==> src/rtl/instr_encoder_loader.sv <==
// Program loader: encodes MIPS-style mnemonic requests into 32-bit words and
// streams them into instruction memory at consecutive byte addresses.

module instr_encoder (
    input  logic [3:0]  mnem,
    input  logic [4:0]  rs,
    input  logic [4:0]  rt,
    input  logic [4:0]  rd,
    input  logic [15:0] imm,
    input  logic [25:0] jaddr,
    output logic [31:0] word,
    output logic        ok
);
    localparam logic [5:0] OP_LW   = 6'h23;
    localparam logic [5:0] OP_SW   = 6'h2b;
    localparam logic [5:0] OP_J    = 6'h02;
    localparam logic [5:0] OP_JAL  = 6'h03;
    localparam logic [5:0] OP_BEQ  = 6'h04;
    localparam logic [5:0] OP_BNE  = 6'h05;
    localparam logic [5:0] OP_XORI = 6'h0e;
    localparam logic [5:0] OP_ADDI = 6'h08;
    localparam logic [5:0] FN_ADD  = 6'h20;
    localparam logic [5:0] FN_SUB  = 6'h22;
    localparam logic [5:0] FN_SLT  = 6'h2a;
    localparam logic [5:0] FN_JR   = 6'h08;

    always_comb begin
        word = 32'h0;
        ok   = 1'b1;
        case (mnem)
            4'd0:  word = {OP_LW,   rs, rt, imm};
            4'd1:  word = {OP_SW,   rs, rt, imm};
            4'd2:  word = {OP_J,    jaddr};
            4'd3:  word = {OP_JAL,  jaddr};
            4'd4:  word = {OP_BEQ,  rs, rt, imm};
            4'd5:  word = {OP_BNE,  rs, rt, imm};
            4'd6:  word = {OP_XORI, rs, rt, imm};
            4'd7:  word = {OP_ADDI, rs, rt, imm};
            4'd8:  word = {6'h0, rs, rt, rd, 5'h0, FN_ADD};
            4'd9:  word = {6'h0, rs, rt, rd, 5'h0, FN_SUB};
            4'd10: word = {6'h0, rs, rt, rd, 5'h0, FN_SLT};
            4'd11: word = {6'h0, rs, 15'h0, FN_JR};
            default: ok = 1'b0;
        endcase
    end
endmodule

module instr_encoder_loader #(
    parameter int          DEPTH     = 1024,
    parameter logic [31:0] BASE_ADDR = 32'h0
) (
    input  logic        clk,
    input  logic        reset,
    input  logic        inValid,
    output logic        inReady,
    input  logic [3:0]  inMnem,
    input  logic [4:0]  inRs,
    input  logic [4:0]  inRt,
    input  logic [4:0]  inRd,
    input  logic [15:0] inImm,
    input  logic [25:0] inJAddr,
    input  logic        finish,
    output logic        imWe,
    output logic [31:0] imAddr,
    output logic [31:0] imWData,
    output logic [10:0] count,
    output logic        full,
    output logic        loadDone,
    output logic        err
);
    typedef enum logic [1:0] {LOAD, FULL, DONE} state_t;

    localparam logic [10:0] DEPTH_W = 11'(DEPTH);

    state_t      state, state_nx;
    logic [10:0] cnt;
    logic [31:0] enc_word;
    logic        enc_ok;
    logic        accept, write, last, done_entry;

    instr_encoder u_enc (
        .mnem  (inMnem),
        .rs    (inRs),
        .rt    (inRt),
        .rd    (inRd),
        .imm   (inImm),
        .jaddr (inJAddr),
        .word  (enc_word),
        .ok    (enc_ok)
    );

    assign count   = cnt;
    assign full    = (cnt == DEPTH_W);
    assign inReady = (state == LOAD) && !full;
    assign accept  = inValid && inReady;
    assign write   = accept && enc_ok;
    // Filling the last slot wins over a coincident finish: the FULL state
    // still needs its own finish to reach DONE.
    assign last    = write && (cnt + 11'd1 == DEPTH_W);

    always_comb begin
        state_nx   = state;
        done_entry = 1'b0;
        case (state)
            LOAD: begin
                if (last)
                    state_nx = FULL;
                else if (finish)
                    state_nx = DONE;
            end
            FULL: begin
                if (finish)
                    state_nx = DONE;
            end
            DONE:    state_nx = DONE;
            default: state_nx = LOAD;
        endcase
        done_entry = (state != DONE) && (state_nx == DONE);
    end

    always_ff @(posedge clk) begin
        if (reset) begin
            state    <= LOAD;
            cnt      <= 11'd0;
            err      <= 1'b0;
            imWe     <= 1'b0;
            loadDone <= 1'b0;
            imWData  <= 32'h0;
            imAddr   <= BASE_ADDR;
        end else begin
            state    <= state_nx;
            loadDone <= done_entry;
            imWe     <= write;
            if (write) begin
                imWData <= enc_word;
                imAddr  <= BASE_ADDR + {19'h0, cnt, 2'b00};
                cnt     <= cnt + 11'd1;
            end
            if (accept && !enc_ok)
                err <= 1'b1;
        end
    end
endmodule

==> config.mk <==
export PLATFORM = sky130hd
export DESIGN_NAME = instr_encoder_loader
export DESIGN_NICKNAME = d
export VERILOG_FILES = /design/src/rtl/instr_encoder_loader.sv
export SDC_FILE = /design/constraint.sdc
export NUM_CORES = 1
export LEC_CHECK = 0
export ABC_AREA = 1
export ABC_CLOCK_PERIOD_IN_PS = 1500
export CAP_MARGIN = 0
export CORE_ASPECT_RATIO = 1.5
export CORE_MARGIN = 2
export CORE_UTILIZATION = 24
export DETAILED_ROUTE_END_ITERATION = 7
export PLACE_DENSITY_LB_ADDON = 0.08
export SKIP_LAST_GASP = 1
export SYNTH_ARGS = -nofsm -noshare
export SYNTH_HDL_FRONTEND = slang
export SYNTH_SLANG_ARGS = --single-unit
==> constraint.sdc <==
create_clock -name clk -period 1.5 [get_ports clk]
set_input_delay 0.225 -clock clk [delete_from_list [all_inputs] [get_ports clk]]
set_output_delay 0.225 -clock clk [all_outputs]
set_load 0.02 [all_outputs]
# Word-level counts from Yosys, hierarchy flattened

Cells that the tools add are included.

Word-level logic and storage cells: 41
Register bits after elaboration: 59
Output and inout bits: 80

$add $sub $neg: 1
Muxes and demuxes: 5
Reductions and logical operators: 11
Equal/unequal tests: 17

Operators with widths:

| cell                    | count |
|---|---|
| $pmux W32 S12           | 1 |
| $eq A11 B11 Y1 const B  | 2 |
| $eq A4 B3 Y1 const B    | 4 |
| $eq A4 B4 Y1 const B    | 4 |
| $reduce_or A12 Y1       | 1 |
| $add A11 B1 Y11 const B | 1 |
| $eq A4 B2 Y1 const B    | 2 |
| $logic_and A1 B1 Y1     | 6 |
| $pmux W2 S3             | 1 |
| $eq A2 B2 Y1 const B    | 2 |
| $eq A4 B1 Y1 const B    | 1 |
| $logic_not A4 Y1        | 1 |
| $mux W2                 | 2 |
| $eq A2 B1 Y1 const B    | 1 |
| $logic_not A1 Y1        | 2 |
| $logic_not A2 Y1        | 1 |
| $ne A2 B2 Y1 const B    | 1 |
| $mux W1                 | 1 |

# Depth between registers and ports, before layout

Word-level depth: 10
Gate-level depth with buffers: 12
Depth with buffers taken out: 12

# Modules after synthesis

From an unflattened synthesis, not the netlist that was laid out.

Cell total of the unflattened synthesis: 466
Area, all modules: 3121.7 µm²

By module, submodules not included:

| module               | instances | cells each | area an instance (µm²) |
|---|---|---|---|
| instr_encoder_loader | 1         | 347        | 2556.2 |
| instr_encoder        | 1         | 119        | 565.5 |

# Worst setup path before layout

No wires, ideal clock.

Path kind: reg-to-output
Start point: register cnt[0] (netlist: count[0])
End point: output inReady
Cell stages (with the launch flop): 8
Data arrival time: 1.609 ns
Slack: -0.334 ns
Path buffers: 0
Data required time: 1.275 ns
Cells stage by stage: dfxtp_1 > inv_1 > ha_1 > nand2_1 > nor3_1 > nand2_2 > inv_1 > nor3_1

Cells in the longest elaborated chain, start to end: 3

RTL lines:

| element                  | RTL line | source |
|---|---|---|
| start: declaration       | 76       | `logic [10:0] cnt;` |
| start signal: assignment | 137      | `cnt <= cnt + 11'd1;` |
| $eq A11 B11 Y1           | 93       | `assign full = (cnt == DEPTH_W);` |
| via full                 | 67       | `output logic full,` |
| $logic_not A1 Y1         | 94       | `assign inReady = (state == LOAD) && !full;` |
| $logic_and A1 B1 Y1      | 94       |  |
| end: declaration         | 55       | `output logic inReady,` |

The timed path passes the listed nets, and every way through them passes these cells.

# Worst setup path after layout

Start point: register cnt[0] (netlist: count[0])
End point: register imWData[21]

Cells in the longest elaborated chain, start to end: 5

RTL lines:

| element                | RTL line | source |
|---|---|---|
| $eq A11 B11 Y1         | 93       |  |
| $logic_not A1 Y1       | 94       |  |
| $logic_and A1 B1 Y1    | 94       |  |
| $logic_and A1 B1 Y1    | 95       | `assign accept = inValid && inReady;` |
| $logic_and A1 B1 Y1    | 96       | `assign write = accept && enc_ok;` |
| end signal: assignment | 135      | `imWData <= enc_word;` |
| end: declaration       | 65       | `output logic [31:0] imWData,` |

Every way passes these cells.
A chain may end at the register's enable or synchronous reset.

==> impl_metrics.env <==
export IMPL_critPathLaunchType="flip-flop"
export IMPL_use_met1_pct=17.02
export IMPL_finalCritPeriodShare_pct=112.6
export IMPL_fmax_mhz=592.3
export IMPL_dpl_cell_area_um2=4669
export IMPL_synth_top_family_by_area="simple AND/OR/NAND/NOR gates"
export IMPL_grt_pass1_vias=3438
export IMPL_finalMaxSlewViolations=0
export IMPL_stdcell_count=767
export IMPL_ys_warn_count=0
export IMPL_start_util_pct=24.57
export IMPL_synth_seq_area_share_pct=39.32
export IMPL_gr_max_usage_layer="met2"
export IMPL_ys_seq_elements=58
export IMPL_fin_ws_ns=-0.1883
export IMPL_cts_tree="yes"
export IMPL_clock_latency_ns=0.33
export IMPL_use_met2_pct=32.56
export IMPL_gr_total_overflow=0
export IMPL_p_leak_nw=2.870
export IMPL_dp_hpwl_mm=7.513
export IMPL_peakVddDrop_mv=0.5352
export IMPL_totalWireLength_mm=11.38
export IMPL_synth_xor_area_share_pct=0.2966
export IMPL_layout_nets=677
export IMPL_finClkSkew_ns=0.005655
export IMPL_ant_nets=0
export IMPL_rsz0062_at_grt="yes"
export IMPL_required_ns=1.76
export IMPL_fp_coreArea_um2=12020
export IMPL_cap_violations=0
export IMPL_p_per_area_nw_per_um2=900.6
export IMPL_io_buffers=122
export IMPL_htree_levels=3
export IMPL_rrSetupSlack_ns=-0.19
export IMPL_cts_buffers=9
export IMPL_final_common_cell="nand2_1"
export IMPL_fill_cells=1215
export IMPL_cts_reportedPaths_clkPinSlew_ns=0.06
export IMPL_crit_type="reg -> reg"
export IMPL_via_per_inst=4.451
export IMPL_antenna_found_initial=0
export IMPL_place_inst=730
export IMPL_io_pins=145
export IMPL_synth_area_um2=2953
export IMPL_slowest_delay_ns=0.36
export IMPL_synthAdderAreaFrac_pct=1.271
export IMPL_cts_root_buf="clkbuf_16"
export IMPL_violations="negative setup slack"
export IMPL_grtUsageTotal_pct=17.11
export IMPL_wire_per_inst_um=14.84
export IMPL_fp_dieH_um=139.9
export IMPL_first_pass_iters=4
export IMPL_synth_compound_area_share_pct=18.22
export IMPL_tns_ns=-6.553
export IMPL_layout_common_cells="nand2_1, clkdlybuf4s50_1, dfxtp_1"
export IMPL_syn_inst=421
export IMPL_grt_max_degree=21
export IMPL_crit_path_top_delay_cell="dfxtp_4"
export IMPL_post_route_drc_count=0
export IMPL_synthSimpleGateAreaFrac_pct=27.50
export IMPL_drt_iter0_drc=77
export IMPL_finalHoldViolations=0
export IMPL_layout_min_cycle_time_ns=1.688
export IMPL_dieArea_um2=13220
export IMPL_grtUsageMet3_pct=5.035
export IMPL_hold_path_class="in -> reg"
export IMPL_antenna_cells=0
export IMPL_cts_sinks=58
export IMPL_path_common_cell="nand2_2"
export IMPL_muxShareOfSynthArea_pct=0
export IMPL_cp_arrival_ns=1.95
export IMPL_areaGrowthSynthToFinish_pct=93.94
export IMPL_end_kind="flip-flop"
export IMPL_vias=3414
export IMPL_synth_cell_types=27
export IMPL_clockBufferDepth=2
export IMPL_syn_area_per_cell_um2=7.014
export IMPL_cp_cell_sequence="inv_4 > ha_4 > nand2_2 > nor3_2 > nand2_2 > buf_6 > nand3_4 > nor2_8 > buf_12 > clkbuf_16 > nand2_4 > a21oi_1"
export IMPL_die_x_um=94.57
export IMPL_status="complete, but fails checks"
export IMPL_final_setup_viol_count=60
export IMPL_crit_fanout=7
export IMPL_final_area_um2=5727
export IMPL_gp_congestion=0.8318
export IMPL_rows=49
export IMPL_drive_gt1_share_pct=32.41
export IMPL_grt_pass1_wl_mm=17.28
## final timing paths
check,start,endpoint,cells past startpoint
worst min-delay path,reset,imAddr[2]$_SDFFE_PP0P_,3
worst max register to register,count[0]$_SDFFE_PP0P_,imWData[21]$_SDFFE_PP0P_,12
worst min register to register,imWData[21]$_SDFFE_PP0P_,imWData[21]$_SDFFE_PP0P_,2
worst max-delay path,count[0]$_SDFFE_PP0P_,imWData[21]$_SDFFE_PP0P_,12
## worst max-delay path, delay by kind of cell (launching register included)
family / cells / cell delay (ns)
fa+ha+maj: 1 / 0.15
simple gates: 6 / 0.50
flops: 1 / 0.36
compound gates: 1 / 0.12
buf+inv: 4 / 0.47
## area by class of cell
class | instances | area [um^2] | area share (%)
clock inverters | 3 | 40.04 | 0.6991
clock buffers | 13 | 250.2 | 4.370
repair buffers | 198 | 2039 | 35.61
inverters | 27 | 106.4 | 1.857
flip-flops and latches | 58 | 1170 | 20.43
multi-input cells | 315 | 1929 | 33.69
well taps | 153 | 191.4 | 3.343
## power breakdown
group	internal, mW	total [mW]	switching, mW
combinational	0.699	1.42	0.725
clock	1.33	2.04	0.719
sequential	1.63	1.69	0.0551
total	3.66	5.16	1.50
## cells by family after synthesis
logic type,count (synthesis)
AND/OR/NAND/NOR,193
AO/OA/AOI/OAI,96
buffers and inverters,69
flip-flops,58
adder cells (fa/ha/maj),3
XOR/XNOR,1
other,1
## synth_stat cells
cell type | number | share of area [%]
nand2_1 | 139 | 18
dfxtp_1 | 58 | 39
a21oi_1 | 55 | 9.3
inv_1 | 27 | 3.4
buf_4 | 25 | 6.4
nand3_1 | 20 | 3.4
nor2_1 | 20 | 2.5
o21ai_0 | 16 | 2.7
a22o_1 | 13 | 3.9
o21ai_1 | 9 | 1.5
buf_2 | 7 | 1.2
clkbuf_1 | 6 | 0.76
buf_6 | 4 | 1.5
nor2_2 | 4 | 0.85
ha_1 | 3 | 1.3
nor3_1 | 3 | 0.51
or2_2 | 2 | 0.42
a21oi_2 | 1 | 0.30
conb_1 | 1 | 0.13
nand2_2 | 1 | 0.21
nand3_4 | 1 | 0.59
nand4_1 | 1 | 0.21
nand4_2 | 1 | 0.42
nor2_8 | 1 | 0.68
o211ai_1 | 1 | 0.25
o21a_1 | 1 | 0.25
xor2_1 | 1 | 0.30
## through the flow
stage	worst slack (ns)	power (mW)	util, %	hold WS [ns]
3_3_place_gp	-0.2986	2.844	38.86	0.4508
6_report	-0.1883	5.158	47.66	0.3561
4_1_cts	-0.1733	5.088	44.60	0.3440
3_5_place_dp	-0.3040	2.848	38.86	0.4543
5_1_grt	-0.2626	5.378	47.66	0.3755
2_1_floorplan	0.009700	2.280	-	0.3773
## state kept, by name, summed over array words and instances, names as in the netlist
register / flops
count: 11
err: 1
imAddr: 11
imWData: 31
imWe: 1
loadDone: 1
state: 2
## per-layer routing
| layer | vias up | share of wire [%] | wire [um] |
|---|---|---|---|
| met5 | - | 0 | 0 |
| met1 | 1592 | 37 | 4197 |
| met4 | 0 | 1.5 | 173 |
| li1 | 1701 | - | - |
| met3 | 11 | 6.2 | 709 |
| met2 | 110 | 55 | 6301 |
## repair_timing
item | 4_1_cts | 5_1_grt
hold buffers | 0 | 0
gates resized for setup | 129 | 92
gates cloned | 6 | 3
buffers inserted | 11 | 7
setup endpoints to repair | 102 | 75
pin swaps | 15 | 21
(Power assumes the default switching activity.)
